<file path="src/rtl/uart_rx_pkg.sv">
// Shared constants and helpers for the UART receive path.
package uart_rx_pkg;

  localparam int PRESCALE_W = 5;
  localparam int BIT_CNT_W  = 4;

  localparam logic UART_IDLE_LEVEL = 1'b1;

  localparam int FRAME_BITS_PAR   = 11;
  localparam int FRAME_BITS_NOPAR = 10;

  localparam logic [PRESCALE_W-1:0] MIN_PRESCALE = PRESCALE_W'(4);

  // Half of the effective oversampling ratio: odd values round down, tiny values clamp to 4.
  function automatic logic [PRESCALE_W-1:0] half_prescale(input logic [PRESCALE_W-1:0] prescale);
    logic [PRESCALE_W-1:0] p;
    p = prescale & ~PRESCALE_W'(1);
    if (p < MIN_PRESCALE) begin
      p = MIN_PRESCALE;
    end
    return p >> 1;
  endfunction

  function automatic logic majority3(input logic a, input logic b, input logic c);
    return (a & b) | (a & c) | (b & c);
  endfunction

endpackage

</file>
<file path="src/rtl/uart_sync_2ff.sv">
// Two-stage synchroniser for an asynchronous single-bit input; resets to RESET_VALUE.
module uart_sync_2ff #(
  parameter logic RESET_VALUE = 1'b1
) (
  input  logic clk,
  input  logic rst,
  input  logic d,
  output logic q
);

  logic [1:0] stage_reg;

  always_ff @(posedge clk) begin
    if (rst) begin
      stage_reg <= {2{RESET_VALUE}};
    end else begin
      stage_reg <= {stage_reg[0], d};
    end
  end

  assign q = stage_reg[1];

endmodule

</file>
<file path="src/rtl/uart_rx_sampler.sv">
// UART receive front end: line synchroniser, oversampling edge/bit counters and
// a three-sample majority vote centred on each bit.
module uart_rx_sampler #(
  parameter int PRESCALE_W = uart_rx_pkg::PRESCALE_W,
  parameter int BIT_CNT_W  = uart_rx_pkg::BIT_CNT_W
) (
  input  logic                  clk,
  input  logic                  rst,
  input  logic                  RX_IN,
  input  logic [PRESCALE_W-1:0] Prescale,
  input  logic                  counter_enable,
  input  logic                  data_sample_en,
  output logic                  rx_sync,
  output logic [PRESCALE_W-1:0] edge_count,
  output logic [BIT_CNT_W-1:0]  bit_count,
  output logic                  sampled_bit,
  output logic                  sample_valid,
  output logic                  sample_noisy
);

  import uart_rx_pkg::*;

  logic [PRESCALE_W-1:0] edge_count_reg;
  logic [BIT_CNT_W-1:0]  bit_count_reg;
  logic [PRESCALE_W-1:0] half;
  logic [PRESCALE_W-1:0] last_edge;
  logic                  sampling;

  logic       s0_reg;
  logic       s1_reg;
  logic [1:0] cap_reg;
  logic       sampled_bit_reg;
  logic       sample_valid_reg;
  logic       sample_noisy_reg;

  uart_sync_2ff #(
    .RESET_VALUE(UART_IDLE_LEVEL)
  ) u_sync (
    .clk(clk),
    .rst(rst),
    .d  (RX_IN),
    .q  (rx_sync)
  );

  assign half      = half_prescale(Prescale);
  assign last_edge = {half[PRESCALE_W-2:0], 1'b0} - PRESCALE_W'(1);
  assign sampling  = counter_enable & data_sample_en;

  // Dropping counter_enable clears both counters, even on a wrap cycle.
  always_ff @(posedge clk) begin
    if (rst) begin
      edge_count_reg <= '0;
      bit_count_reg  <= '0;
    end else if (!counter_enable) begin
      edge_count_reg <= '0;
      bit_count_reg  <= '0;
    end else if (edge_count_reg == last_edge) begin
      edge_count_reg <= '0;
      if (bit_count_reg != {BIT_CNT_W{1'b1}}) begin
        bit_count_reg <= bit_count_reg + BIT_CNT_W'(1);
      end
    end else begin
      edge_count_reg <= edge_count_reg + PRESCALE_W'(1);
    end
  end

  // cap_reg tracks how many of the three centre samples were taken back-to-back;
  // the third sample feeds the vote directly so the result lands at edge half+2.
  always_ff @(posedge clk) begin
    if (rst) begin
      s0_reg           <= UART_IDLE_LEVEL;
      s1_reg           <= UART_IDLE_LEVEL;
      cap_reg          <= 2'd0;
      sampled_bit_reg  <= UART_IDLE_LEVEL;
      sample_valid_reg <= 1'b0;
      sample_noisy_reg <= 1'b0;
    end else begin
      sample_valid_reg <= 1'b0;
      sample_noisy_reg <= 1'b0;
      if (!sampling) begin
        s0_reg  <= UART_IDLE_LEVEL;
        s1_reg  <= UART_IDLE_LEVEL;
        cap_reg <= 2'd0;
      end else if (edge_count_reg == half - PRESCALE_W'(1)) begin
        s0_reg  <= rx_sync;
        cap_reg <= 2'd1;
      end else if (edge_count_reg == half && cap_reg == 2'd1) begin
        s1_reg  <= rx_sync;
        cap_reg <= 2'd2;
      end else if (edge_count_reg == half + PRESCALE_W'(1) && cap_reg == 2'd2) begin
        cap_reg          <= 2'd0;
        sampled_bit_reg  <= majority3(s0_reg, s1_reg, rx_sync);
        sample_valid_reg <= 1'b1;
        sample_noisy_reg <= !((s0_reg == s1_reg) && (s1_reg == rx_sync));
      end else begin
        cap_reg <= 2'd0;
      end
    end
  end

  assign edge_count   = edge_count_reg;
  assign bit_count    = bit_count_reg;
  assign sampled_bit  = sampled_bit_reg;
  assign sample_valid = sample_valid_reg;
  assign sample_noisy = sample_noisy_reg;

endmodule

</file>
<file path="config.mk">
export PLATFORM = sky130hd
export DESIGN_NAME = uart_rx_sampler
export DESIGN_NICKNAME = d
export VERILOG_FILES = /design/src/rtl/uart_rx_pkg.sv /design/src/rtl/uart_sync_2ff.sv /design/src/rtl/uart_rx_sampler.sv
export SDC_FILE = /design/constraint.sdc
export NUM_CORES = 1
export LEC_CHECK = 0
export ABC_AREA = 1
export CAP_MARGIN = 20
export CORE_MARGIN = 1.5
export CORE_UTILIZATION = 55
export DETAILED_ROUTE_END_ITERATION = 10
export PLACE_DENSITY = 0.88
export SLEW_MARGIN = 20
export SYNTH_ARGS = -nofsm -noshare
export SYNTH_HDL_FRONTEND = slang
export SYNTH_SLANG_ARGS = --single-unit
</file>
<file path="constraint.sdc">
create_clock -name clk -period 6.43 [get_ports clk]
set_clock_uncertainty 0.2 [all_clocks]
set_input_delay 1.286 -clock clk [delete_from_list [all_inputs] [get_ports clk]]
set_output_delay 1.286 -clock clk [all_outputs]
set_load 0.02 [all_outputs]
</file>
; ---- Yosys cells after proc, flatten, opt, wreduce, memory -nomap -nowiden
; Index checks and enable logic that the tools add are counted.
[word_totals]
regBits = 18
latch_bits = 0
ramBits = 0
rom_bits = 0
inputBits = 10
out_inout_bits = 13
memories = 0
[classes]
addsub = 5
mul = 0
div_mod_pow = 0
n_lt_le_gt_ge = 1
eq_ne = 9
shifts = 0
muxes = 4
n_bitwise = 11
reduce_logical = 13
[ops]
columns = operator, n
row1 = equality test 5 bit, 3
row2 = OR reduction 3 bit, 2
row3 = adder 4 x 1 -> 5 bit (second input constant), 1
row4 = adder 5 x 1 -> 5 bit (second input constant), 1
row5 = equality test 5 x 4 -> 1 bit, 1
row6 = less-than comparator 5 x 3 -> 1 bit (second input constant), 1
row7 = 2-to-1 mux 5 bit, 1
row8 = NOT 1 bit, 5
row9 = OR reduction 5 bit, 1
row10 = subtractor 4 x 1 -> 5 bit (second input constant), 1
row11 = subtractor 5 x 1 -> 5 bit (second input constant), 1
row12 = adder 4 x 1 -> 4 bit (second input constant), 1
row13 = bitwise AND 1 bit, 4
row14 = inequality test 4 bit (second input constant), 1
row15 = AND reduction 2 bit, 2
row16 = AND reduction 4 bit, 1
row17 = OR reduction 2 bit, 2
row18 = OR reduction 4 bit, 1
row19 = logical AND 1 bit, 3
row20 = equality test 1 bit, 2
row21 = equality test 2 x 1 -> 1 bit (second input constant), 1
row22 = equality test 2 bit (second input constant), 1
row23 = 2-to-1 mux 1 bit, 2
row24 = 2-to-1 mux 2 bit, 1
row25 = other kinds (2), 3

; ---- Depth between registers and ports, before layout
; Gate-level depths: netlist of run 1.
[depth]
word_depth = 7
ltp_mapped = 14

; ---- Cells and area by module
; A second synthesis of run 1 with hierarchy kept.
[unflattened]
cells_unflattened = 169
area_unflattened_um2 = 1280.0
[modules_own_cells]
columns = mod, n_inst, cells_each, area_each_um2, seq_area_each_um2
row1 = uart_rx_sampler, 1, 162, 1221.2, 320.3
row2 = uart_sync_2ff, 1, 7, 58.8, 40.0

; ---- Least setup slack after synthesis of run 1
; Ideal clock, no wire load.
[synth_path]
path_type = input to register
startpoint = input Prescale[3]
endpoint = register bit_count_reg[0] (netlist: bit_count[0])
arrival_time_ns = 2.672
required_time_ns = 6.117
setup_slack_ns = 3.445
cell_stages = 12
path_cell_list = buf_6 o21ai_2 inv_1 ha_1 nand2_1 nand2_1 nor2_1 nand3_1 nor2_4 nand3_2 nor2_1 nor2_1
[synth_between]
elab_chain_len = 5
[synth_rtl]
columns = item, line
row1 = from (decl), uart_rx_sampler.sv:10  ; input logic [PRESCALE_W-1:0] Prescale,
row2 = less-than comparator 5 x 3 -> 1 bit, uart_rx_pkg.sv:18  ; if (p < MIN_PRESCALE) begin
row3 = 2-to-1 mux 5 bit (*), uart_rx_pkg.sv:18
row4 = subtractor 5 x 1 -> 5 bit (*), uart_rx_sampler.sv:46  ; assign last_edge = {half[PRESCALE_W-2:0], 1'b0} - PRESCALE_W'(1);
row5 = equality test 5 bit (*), uart_rx_sampler.sv:57  ; end else if (edge_count_reg == last_edge) begin
row6 = AND reduction 2 bit (no source line) (*), --
row7 = to (signal assigned), uart_rx_sampler.sv:60  ; bit_count_reg <= bit_count_reg + BIT_CNT_W'(1);
row8 = to (decl), uart_rx_sampler.sv:24  ; logic [BIT_CNT_W-1:0] bit_count_reg;
; Every way passes the cells marked *; elsewhere a longest branch is shown, timed or not.
; A chain may end at the register's enable or synchronous reset.

; ---- Worst setup path in the final report of run 1
[layout_path]
startpoint = input Prescale[4]
endpoint = register bit_count_reg[0] (netlist: bit_count[0])
; Same word-level chain as after synthesis.

==> results.cfg, run 1 <==
[power_and_ir_drop]
p_per_area_mw_per_mm2 = 154
ir_drop_mv = 0.122
p_leak_nw = 0.628

[place]
gp_congestion = 0.853
numPortBuffers = 21
place_area_mm2 = 0.00143
hpwlAfterDp_um = 2100

[global_route]
grt_util_all_layers_pct = 22.8
antenna_found_initial = 0
grt_pass1_wl_um = 4470
grt_start_max_net_pins = 12
grt_pass1_vias = 1060
grt.overflow.total = 0

[clocking]
numCtsBuffers = 3
root_buffer = clkbuf_4
clkTransAtPathRegs_ns = 0.10
clk_path_buf_depth = 2
cts_tree = yes
worst_skew_pair.late_latency_ns = 0.29
post_cts_buffers = 0
cts_resized = 0
clkSinkCount = 18
htreeDepth = 1
cts_hold_buf = 0

[min_path]
hp-class = register to register
hp-start = u_sync.stage_reg[0]$_SDFF_PP1_

[setup_path]
required_ns = 6.47
critPathLaunch = Prescale[4]
worst_setup_path_end_kind = register
cp_slowest_stage_delay_ns = 0.80
path_class = input pin to register
start_kind = input pin
crit_top_cell = nand2_1
rr_startpoint = edge_count[3]$_SDFF_PP0_
crit_slowest_cell = clkdlybuf4s50_1
crit_chain = clkdlybuf4s50_1 > nor2_4 > nand2_2 > nand2_4 > ha_1 > nand2_1 > nand2_1 > nor2_1 > nand3_1 > nor2_4 > nand3_2 > nand2_1 > nand2_1 > nor2_1
crit_arrival_ns = 3.60
cp_max_fo = 11

[floorplanning]
initial_core_util_pct = 60.1
num_rows = 16
die_area_mm2 = 0.00250
die_h_um = 50.0
ioPinCount = 23
die_x_um = 50.0
coreArea_mm2 = 0.00202

[drt]
dr.pass1.iters = 4
antenna_left = 0
wl_per_cell_um = 11.7
vias = 1214
drtIter0Drc = 26
drc = 0
vias_per_cell = 5.40
wirelength_um = 2640

[logic_synthesis]
async_flop_share_pct = 0
synth.area.top_cells = dfxtp_1 30%, nand2_1 14%, nand3_1 11%, ha_1 6.2%, inv_1 4.3%
syn-num-nets = 192
yosysWarnings = 0
ys_seq_area_share_pct = 29.6
ys_ff_latch = 18
netlist.area_leader.share_pct = 29.6
synth_edf_count = 0
synth_top_area_cell = dfxtp_1
yosysUniqueCellTypes = 26
netlist_instances = 176
ys.flop_type = dfxtp_1
syn_avg_cell_area_um2 = 6.91
yosys-top-cells-count = 46 x nand2_1, 26 x nand3_1, 18 x dfxtp_1
syn_area_mm2 = 0.00122
yosysMostFrequentCell = nand2_1

[sta]
period_share_pct = 55.3
maxSlewHeadroom_pct = 64.8
setup_viol = 0
finalMaxSlewViolations = 0
fin_crit_ns = 3.56
final_hold_viol_count = 0
fmax_mhz = 281
tightest_slew_ns = 0.526
rsz0062_at_grt = no
hold-worst-slack_ns = 0.227
fin_tns_setup_ns = 0

[final_layout]
nNetsFinal = 215
largest_reg_flops = 5
design_area_mm2 = 0.00147
nFillCells = 160
final_util_pct = 72.6
drive_gt1_share_pct = 16.2
area_growth_pct = 20.8
diodes = 0

[outcome]
status = completed

[job]
drv_cap = 0
-- final cells by class --
class,instances,area (um^2),area share (%)
Multi-Input combinational cell,135,747,50.9
Inverter,20,81.3,5.54
Timing Repair Buffer,21,210,14.3
Tap cell,27,33.8,2.30
Sequential cell,18,360,24.5
Clock buffer,4,36.3,2.47
-- worst paths after layout --
| path | endpoint | slack, ns | depth (start not counted) |
|---|---|---|---|
| worst min register to register | u_sync.stage_reg[1]$_SDFF_PP1_ | 0.23 | 1 |
| worst min-delay path | u_sync.stage_reg[1]$_SDFF_PP1_ | 0.23 | 1 |
| worst max register to register | bit_count[0]$_SDFFE_PP0P_ | 4.80 | 8 |
| worst max-delay path | bit_count[0]$_SDFFE_PP0P_ | 2.87 | 14 |
-- layout by cell type (no fill, tap or decap), types with 3 or more instances in the layout --
| cell | Yosys | layout |
|---|---|---|
| a21oi_1 | 6 | 6 |
| clkbuf_4 | 0 | 3 |
| clkdlybuf4s50_1 | 0 | 21 |
| dfxtp_1 | 18 | 18 |
| ha_1 | 6 | 6 |
| inv_1 | 14 | 14 |
| inv_2 | 3 | 3 |
| nand2_1 | 46 | 46 |
| nand2_2 | 5 | 5 |
| nand3_1 | 26 | 26 |
| nand4_1 | 5 | 5 |
| nor2_1 | 14 | 14 |
| nor2_2 | 5 | 5 |
| nor2_4 | 3 | 3 |
| or2_2 | 3 | 3 |
| xor2_1 | 4 | 4 |
-- critical path: cells and delay by family --
family / cells / cell delay [ns]
fa+ha+maj: 1 / 0.36
buf+inv: 1 / 0.80
simple gates: 12 / 1.14
-- cells by family (layout without fill, tap and decap cells) --
logic type                 Yosys count  in the layout  synth area share (%)
adders and majority gates            6              6                  6.17
buffers and inverters               23             45                  8.95
xor gates and xnor gates             6              6                  4.32
DFF                                 18             18                  29.6
AOI/OAI and AO/OA                   10             10                  4.73
and+or+nand+nor                    113            113                  46.2
-- metal layers --
| layer | vias up | track usage, % | part of all wire [%] |
|---|---|---|---|
| li1 | 612 | - | - |
| met1 | 553 | 28.6 | 43 |
| met2 | 45 | 40.8 | 51 |
| met3 | 4 | 1.82 | 5.1 |
| met4 | 0 | 6.94 | 1.1 |
| met5 | - | 0 | 0 |
-- through the flow --
step | setup WS (ns) | std cells | power (mW)
floorplan | 3.45 | 176 | 0.147
finish | 2.87 | 225 | 0.226
global placement | 2.69 | 221 | 0.157
CTS | 2.89 | 225 | 0.228
detailed placement | 2.58 | 221 | 0.158
global route | 2.76 | 225 | 0.236
-- power by group --
group / switching [mW] / internal (mW)
Combinational: 0.0256 / 0.0165
Clock: 0.0349 / 0.0345
Sequential: 0.00186 / 0.113
Total: 0.0623 / 0.164
Power figures use the tool's default switching activity.
==> run 2, diff against run 1 <==
- CORE_UTILIZATION: 55 -> 51
- PLACE_DENSITY: 0.88 -> 0.82
- clock period: 6.43 -> 3.6 ns (I/O delays scaled with it)
==> results.cfg, run 2 (synthesis gave the netlist of run 1 again) <==
[min_path]
hp-class = register to register

[drt]
wl_per_cell_um = 10.5
vias = 1177
drc = 0
drtIter0Drc = 19
vias_per_cell = 5.19
wirelength_um = 2380
antenna_left = 0
dr.pass1.iters = 4

[place]
numPortBuffers = 21
placed_cells = 223
hpwlAfterDp_um = 1840
place_ws_ns = 0.420
gp_congestion = 0.837

[setup_path]
crit_top_cell = nand2_1
start_kind = input pin
crit_arrival_ns = 2.89
crit_chain = clkdlybuf4s50_1 > nor2_4 > nand2_2 > nand2_4 > ha_1 > nand2_1 > nand2_1 > nor2_1 > nand3_1 > nor2_4 > nand2_1 > nand2_1 > a21oi_1
required_ns = 3.59
crit_buf_inv = 1
crit_slowest_cell = clkdlybuf4s50_1
worst_setup_path_end_kind = register
path_class = input pin to register
crit_family = simple AND/OR/NAND/NOR gates
cp_max_fo = 9
cp_slowest_stage_delay_ns = 0.72

[global_route]
grt_util_all_layers_pct = 20.1
grt_start_max_net_pins = 11
grt_pass1_vias = 1006
antenna_found_initial = 0
grt_pass1_wl_um = 4060
grt.overflow.total = 0

[sta]
period_share_pct = 80.6
fmax_mhz = 344
setup_viol = 0
setup_slack_ns = 0.697
rsz0062_at_grt = no
fin_crit_ns = 2.90
maxSlewHeadroom_pct = 72.9
finalMaxSlewViolations = 0
final_hold_viol_count = 0
tightest_slew_ns = 0.406
fin_tns_setup_ns = 0

[floorplanning]
die_x_um = 51.8
die_area_mm2 = 0.00269
ioPinCount = 23
die_h_um = 51.8
num_rows = 17
coreArea_mm2 = 0.00223
initial_core_util_pct = 54.5

[clocking]
cts_tree = yes
htreeDepth = 1
clkSinkCount = 18
numCtsBuffers = 3
root_buffer = clkbuf_4
cts_resized = 0
clk_path_buf_depth = 2
clkTransAtPathRegs_ns = 0.10
worst_skew_pair.late_latency_ns = 0.29
post_cts_buffers = 0
cts_hold_buf = 0

[final_layout]
drive_gt1_share_pct = 16.6
area_growth_pct = 21.5
layout_common_cells = 46 x nand2_1, 26 x nand3_1, 21 x clkdlybuf4s50_1
nNetsFinal = 216
instances_no_fill = 227
final_common_cell = nand2_1
diodes = 0
final_util_pct = 66.2
largest_reg_flops = 5

[job]
drv_cap = 0

[power_and_ir_drop]
p_leak_nw = 0.633
ir_drop_mv = 0.235
p_per_area_mw_per_mm2 = 274

[outcome]
status = completed
-- run 2: changes by cell type in the layout (fill, tap and decap cells not counted), sizes merged --
cell  change
buf       +1
-- run 2: path summary, 6_finish.rpt --
| path | startpoint | to | slack (ns) | cells after the start |
|---|---|---|---|---|
| setup reg to reg | edge_count[2]$_SDFF_PP0_ | sample_noisy$_SDFF_PP0_ | 1.98 | 10 |
| hold / removal | u_sync.stage_reg[0]$_SDFF_PP1_ | u_sync.stage_reg[1]$_SDFF_PP1_ | 0.22 | 1 |
| hold reg to reg | u_sync.stage_reg[0]$_SDFF_PP1_ | u_sync.stage_reg[1]$_SDFF_PP1_ | 0.22 | 1 |
| setup / recovery | Prescale[3] | edge_count[2]$_SDFF_PP0_ | 0.70 | 13 |
-- run 2: cell type report --
| type | count | area (um^2) |
|---|---|---|
| Tap cell | 28 | 35.0 |
| Multi-Input combinational cell | 135 | 747 |
| Fill cell | 205 | 756 |
| Timing Repair Buffer | 22 | 218 |
| Inverter | 20 | 81.3 |
| Sequential cell | 18 | 360 |
| Clock buffer | 4 | 36.3 |
-- run 2: layer usage --
layer	wire (um)	track usage, %	vias to the layer above	share of wire [%]
met5	0	0	-	0
met4	46	10.5	0	1.9
met3	94	2.30	6	4.0
met2	1080	34.0	33	45
met1	1160	24.8	526	49
li1	-	-	612	-
-- run 2: report_power, final --
group	internal [mW]	total (mW)	switching, mW
combinational	0.0302	0.0746	0.0444
clock	0.0616	0.125	0.0632
sequential	0.202	0.205	0.00336
total	0.293	0.404	0.111
-- run 2: through the flow --
stage | total power [mW] | cell area, um^2 | hold WS, ns
global placement | 0.281 | 1440 | 0.193
global route | 0.422 | 1480 | 0.228
finish | 0.404 | 1480 | 0.223
detailed placement | 0.283 | 1440 | 0.198
floorplan | 0.262 | 1220 | 0.189
CTS | 0.407 | 1480 | 0.226
-- run 2: worst reg2reg max path: stages (launching register included) --
cell	delay, ns
dfxtp_1	0.51
inv_2	0.10
nand2_1	0.10
nand2_1	0.07
nand2_1	0.06
nand2_1	0.06
nor2_2	0.13
nand2_2	0.08
nor2_4	0.10
o21ai_1	0.10
nor2_2	0.08
==> run 3, diff against run 2 <==
- CORE_ASPECT_RATIO: not set -> 2
- CORE_UTILIZATION: 51 -> 46
- PLACE_DENSITY: 0.82 -> 0.79
- clock period: 3.6 -> 2.6 ns (I/O delays scaled with it)
==> results.cfg, run 3 (synthesis gave the netlist of run 1 again) <==
[setup_path]
crit_slowest_cell = clkdlybuf4s50_1
crit_family = simple AND/OR/NAND/NOR gates
reg2regPathDepth = 10
worst_setup_path_end_kind = register
cp_max_fo = 5
r2r_end = sample_valid$_SDFF_PP0_
crit_buf_inv = 3
rr_startpoint = edge_count[2]$_SDFF_PP0_
crit_arrival_ns = 2.40
cp_slowest_stage_delay_ns = 0.48
required_ns = 2.60
crit_top_cell = nor2_1
r2r_setup_slack_ns = 0.99
crit_chain = clkdlybuf4s50_1 > inv_1 > o21ai_2 > inv_1 > ha_2 > nor2_1 > nor2_1 > nand3_1 > nor2_4 > nand3_2 > nand2_1 > nand2_1 > nor2_1
path_class = input pin to register
start_kind = input pin

[floorplanning]
die_h_um = 75.7
ioPinCount = 23
num_rows = 26
coreArea_mm2 = 0.00254
die_area_mm2 = 0.00298
initial_core_util_pct = 47.9
die_x_um = 39.4

[final_layout]
area_growth_pct = 29.8
largest_reg_flops = 5
final_common_cell = nand2_1
instances_no_fill = 237
layout_common_cells = 46 x nand2_1, 26 x nand3_1, 19 x clkdlybuf4s50_1
drive_gt1_share_pct = 21.1
diodes = 0
nNetsFinal = 226

[job]
drv_cap = 0

[power_and_ir_drop]
power_frac_comb_pct = 18.9
p_per_area_mw_per_mm2 = 400
power.switching_uw = 164
clkPwrFrac_pct = 36.1
seq_power_share_pct = 45.0
power.internal_uw = 467
fin_total_pwr_uw = 631
swShare_pct = 26.0
ir_drop_mv = 0.355
p_leak_nw = 0.706

[sta]
setup_slack_ns = 0.197
fin_crit_ns = 2.40
final_hold_viol_count = 0
finalMaxSlewViolations = 0
rsz0062_at_grt = no
setup_viol = 0
maxSlewHeadroom_pct = 79.5
fmax_mhz = 416
tightest_slew_ns = 0.308
hold-worst-slack_ns = 0.211
fin_tns_setup_ns = 0
period_share_pct = 92.4

[place]
placed_cells = 233
gp_congestion = 0.825
hpwlAfterDp_um = 2250
numPortBuffers = 21
place_ws_ns = -0.240

[drt]
wirelength_um = 2780
drc = 0
dr.pass1.iters = 6
drtIter0Drc = 37
antenna_left = 0
wl_per_cell_um = 11.7
vias_per_cell = 5.16
vias = 1222

[clocking]
clkSinkCount = 18
worst_skew_pair.late_latency_ns = 0.25
cts_hold_buf = 0
htreeDepth = 1
root_buffer = clkbuf_8
cts_tree = yes
numCtsBuffers = 3
post_cts_buffers = 0
clk_path_buf_depth = 2
clkTransAtPathRegs_ns = 0.07

[global_route]
grt_util_met3_pct = 2.33
grt_start_max_net_pins = 11
grt_pass1_vias = 1168
antenna_found_initial = 0
grt.overflow.total = 0
met2_usage_pct = 42.8
busiest_layer = met2
grt_use_met1_pct = 20.4
grt_pass1_wl_um = 4660
grt_util_all_layers_pct = 22.2

[min_path]
min_path_cells = 1
hp-class = register to register
holdPathEnd = u_sync.stage_reg[1]$_SDFF_PP1_
hp-start = u_sync.stage_reg[0]$_SDFF_PP1_

[outcome]
status = completed
[run 3: layout make-up]
type,count,area [um^2]
clock buffers,4,55.1
fillers,224,958
inverters,20,81.3
multi-input cells,135,749
flip-flops and latches,18,360
well taps,28,35.0
repair buffers,32,298
[run 3: per-stage QoR]
stage | utilization (%) | cell area, um^2
3_3_place_gp | 59.8 | 1520
4_1_cts | 61.9 | 1570
5_1_grt | 62.2 | 1580
2_1_floorplan | - | 1220
6_report | 62.2 | 1580
3_5_place_dp | 59.8 | 1520
[run 3: worst max-delay path by stage]
| stage | start | endpoint | slack [ns] | cells after the start |
|---|---|---|---|---|
| after detailed placement | Prescale[3] | bit_count[0]$_SDFFE_PP0P_ | -0.24 | 13 |
| after CTS | Prescale[3] | bit_count[0]$_SDFFE_PP0P_ | 0.008 | 13 |
| final | Prescale[2] | bit_count[0]$_SDFFE_PP0P_ | 0.20 | 13 |
| after global placement | Prescale[3] | bit_count[0]$_SDFFE_PP0P_ | -0.17 | 13 |
| after global routing | Prescale[2] | bit_count[3]$_SDFFE_PP0P_ | 0.01 | 12 |
| after floorplan | Prescale[3] | bit_count[0]$_SDFFE_PP0P_ | 0.38 | 12 |
[run 3: repair_timing]
item	4_1_cts	5_1_grt
setup endpoints to repair	0	14
resized for setup	0	3
endpoints found under the hold margin	0	0
[run 3: power groups by stage]
stage | clock network [mW] | registers [mW] | logic, mW
2_1_floorplan | 0 | 0.291 | 0.0717
6_report | 0.228 | 0.284 | 0.119
3_3_place_gp | 0 | 0.290 | 0.114
3_5_place_dp | 0 | 0.290 | 0.118
4_1_cts | 0.232 | 0.284 | 0.119
5_1_grt | 0.241 | 0.284 | 0.132
[run 3: layer usage]
layer	routed length, um	vias to the layer above
met5	0	-
met1	1000	549
li1	-	633
met4	125	0
met3	99	11
met2	1550	29
==> RTL edit: new RTL, settings of run 2 <==
`PRESCALE_W`: 5 -> 10.
--- a/src/rtl/uart_rx_pkg.sv
+++ b/src/rtl/uart_rx_pkg.sv
@@ -3,3 +3,3 @@
 
-  localparam int PRESCALE_W = 5;
+  localparam int PRESCALE_W = 10;
   localparam int BIT_CNT_W  = 4;
Interface: changed (resized Prescale and edge_count); port bits go from 23 to 33. The function was not compared with the original's and may differ.
==> RTL edit against run 2 <==
  * Register-to-register slack worse by 0.46 ns
  * Sequential share of layout area is 6.0 points lower
  * Sequential cell count is 5 higher
  * Worst setup slack got worse by 0.34 ns
  * Combinational power is 70% higher
  * Routed wire length is 100% higher
  * Hold slack worse by 0.0014 ns
  * Power grew 34%
  * Critical path depth rose by 7
  * Area after synthesis rose by 69%
  * Cell area grew 69%
  * Highest routed layer unchanged
==> RTL edit: results (changes against run 2) <==
[detailed_routing]
viasPerCell = 5.16  ; was 5.19
routed_wl_um = 4790  ; was 2380 um
drt_pre_antenna_iters = 4  ; unchanged
dr.first_iter.drc_count = 106  ; was 19

[clocking]
numCtsBuffers = 3  ; unchanged
root_buffer = clkbuf_8  ; was clkbuf_4
htree_levels = 1  ; unchanged
post-cts-setup-buffer-count = 0  ; unchanged
clkTransAtPathRegs_ns = 0.08  ; was 0.10 ns
clk_path_buf_depth = 2  ; unchanged
cts.repair.resized = 0  ; unchanged
clock_latency_ns = 0.26  ; was 0.29 ns

[final_layout]
drive_gt1_frac = 0.150  ; was 0.166
largest_reg_flops = 10  ; was 5
fillers = 352  ; was 205
num-nets-final = 375  ; was 216
n_antenna_cell = 0  ; unchanged

[yosys]
ys.flop_type = dfxtp_1  ; unchanged
synth_common_cells = nand2_1, nor2_1, inv_1  ; was nand2_1, nand3_1, dfxtp_1
seq_area_frac_synth = 0.225  ; was 0.296
yosysWarnings = 0  ; unchanged
yosys.cell_types.count = 35  ; was 26
async_flop_share = 0  ; unchanged
syn_nets = 332  ; was 192
synth_area_leaders = dfxtp_1, nand2_1, nor2_1  ; was dfxtp_1, nand2_1, nand3_1

[pwr]
ir_drop_v = 0.000255  ; was 0.000235 V
p_leak_nw = 1.08  ; was 0.633 nW

[global_route]
grt_max_degree = 13  ; was 11
grt_pass1_wl_um = 7670  ; was 4060 um
grt_usage = 0.228  ; was 0.201
antenna_found_initial = 0  ; unchanged
grt_pass1_vias = 1709  ; was 1006

[worst_setup_path]
critPathArrivalTime_ns = 3.20  ; was 2.89 ns
r2r_start = edge_count[5]  ; was edge_count[2]
crit_start = Prescale[2]  ; was Prescale[3]
crit_fanout = 10  ; was 9

[outcome]
status = finished, final reports clean  ; unchanged

[place]
dp_hpwl_um = 4040  ; was 1840 um
port_buffers = 31  ; was 21
place_congestion = 0.918  ; was 0.837

[min_path]
hold_class = reg -> reg  ; unchanged
hold_path.startpoint = u_sync.stage_reg[0]  ; unchanged

[timing]
worst_pin_slew_ns = 0.435  ; was 0.406 ns

-- RTL edit: changes by cell type in the layout (fill, tap and decap cells not counted), moves of 3 or more --
cell / run 2 / this run
nor3b_2: 0 / 3
nor2_1: 14 / 48
clkdlybuf4s50_1: 21 / 31
nand4_1: 5 / 14
nand2_1: 46 / 70
clkbuf_4: 3 / 0
o21ai_0: 0 / 3
xor2_1: 4 / 11
buf_4: 1 / 11
inv_1: 14 / 41
dfxtp_1: 18 / 23
nor3_1: 0 / 6
xnor2_1: 2 / 5
-- RTL edit: metrics by stage --
step / setup WS [ns] / std cells / hold WS [ns] / total power, mW / area, um2
after global placement: 0.148 / 397 / 0.192 / 0.389 / 2460
after global routing: 0.139 / 401 / 0.244 / 0.567 / 2500
after CTS: 0.357 / 401 / 0.225 / 0.545 / 2500
final: 0.353 / 401 / 0.221 / 0.543 / 2500
after floorplan: 0.686 / 311 / 0.189 / 0.348 / 2050
after detailed placement: 0.108 / 397 / 0.208 / 0.391 / 2460
-- RTL edit: worst paths after layout --
kind,slack [ns],end,depth (start not counted)
max,0.35,edge_count[5],20
min,0.22,u_sync.stage_reg[1],1
min reg2reg,0.22,u_sync.stage_reg[1],1
max reg2reg,1.52,edge_count[5],11
-- RTL edit: logic make-up (layout without fill, tap and decap cells) --
kind of cell / Yosys count / after routing / synth area share
simple gates: 199 / 199 / 0.495
buf+inv: 51 / 93 / 0.108
flops: 23 / 23 / 0.225
xor+xnor: 18 / 18 / 0.0952
compound gates: 14 / 14 / 0.0409
fa+ha+maj: 6 / 6 / 0.0366
-- RTL edit: routing by layer --
metal | GRT usage | up-vias | wire length (um)
li1 | - | 1072 | -
met1 | 0.310 | 950 | 2260
met2 | 0.384 | 42 | 2280
met3 | 0.0290 | 5 | 205
met4 | 0.0459 | 0 | 41
met5 | 0 | - | 0
-- RTL edit: critical path: stages --
cell and delay [ns]:
clkdlybuf4s50_1 0.46, nor2_4 0.18, nand2_2 0.10, inv_2 0.07, nand2_4 0.05, nand2_1 0.07
inv_1 0.06, ha_1 0.32, nand2_1 0.08, nand2_1 0.05, nor2_1 0.08, nand2_1 0.05
nor2_1 0.12, nand2_1 0.09, nor2_1 0.11, nand3_1 0.13, nor2_4 0.19, nand2_2 0.09
nand2_4 0.13, nor3_1 0.06
-- RTL edit: layout make-up --
class / instances / area share
Tap cell: 48 / 0.0240
Timing Repair Buffer: 42 / 0.157
Inverter: 47 / 0.0705
Multi-Input combinational cell: 237 / 0.546
Sequential cell: 23 / 0.184
Clock buffer: 4 / 0.0180
-- RTL edit: power breakdown --
group / total (mW) / switching [mW] / internal (mW)
combinational: 0.127 / 0.0755 / 0.0516
sequential: 0.259 / 0.00274 / 0.256
clock: 0.157 / 0.0779 / 0.0790
total: 0.543 / 0.156 / 0.387
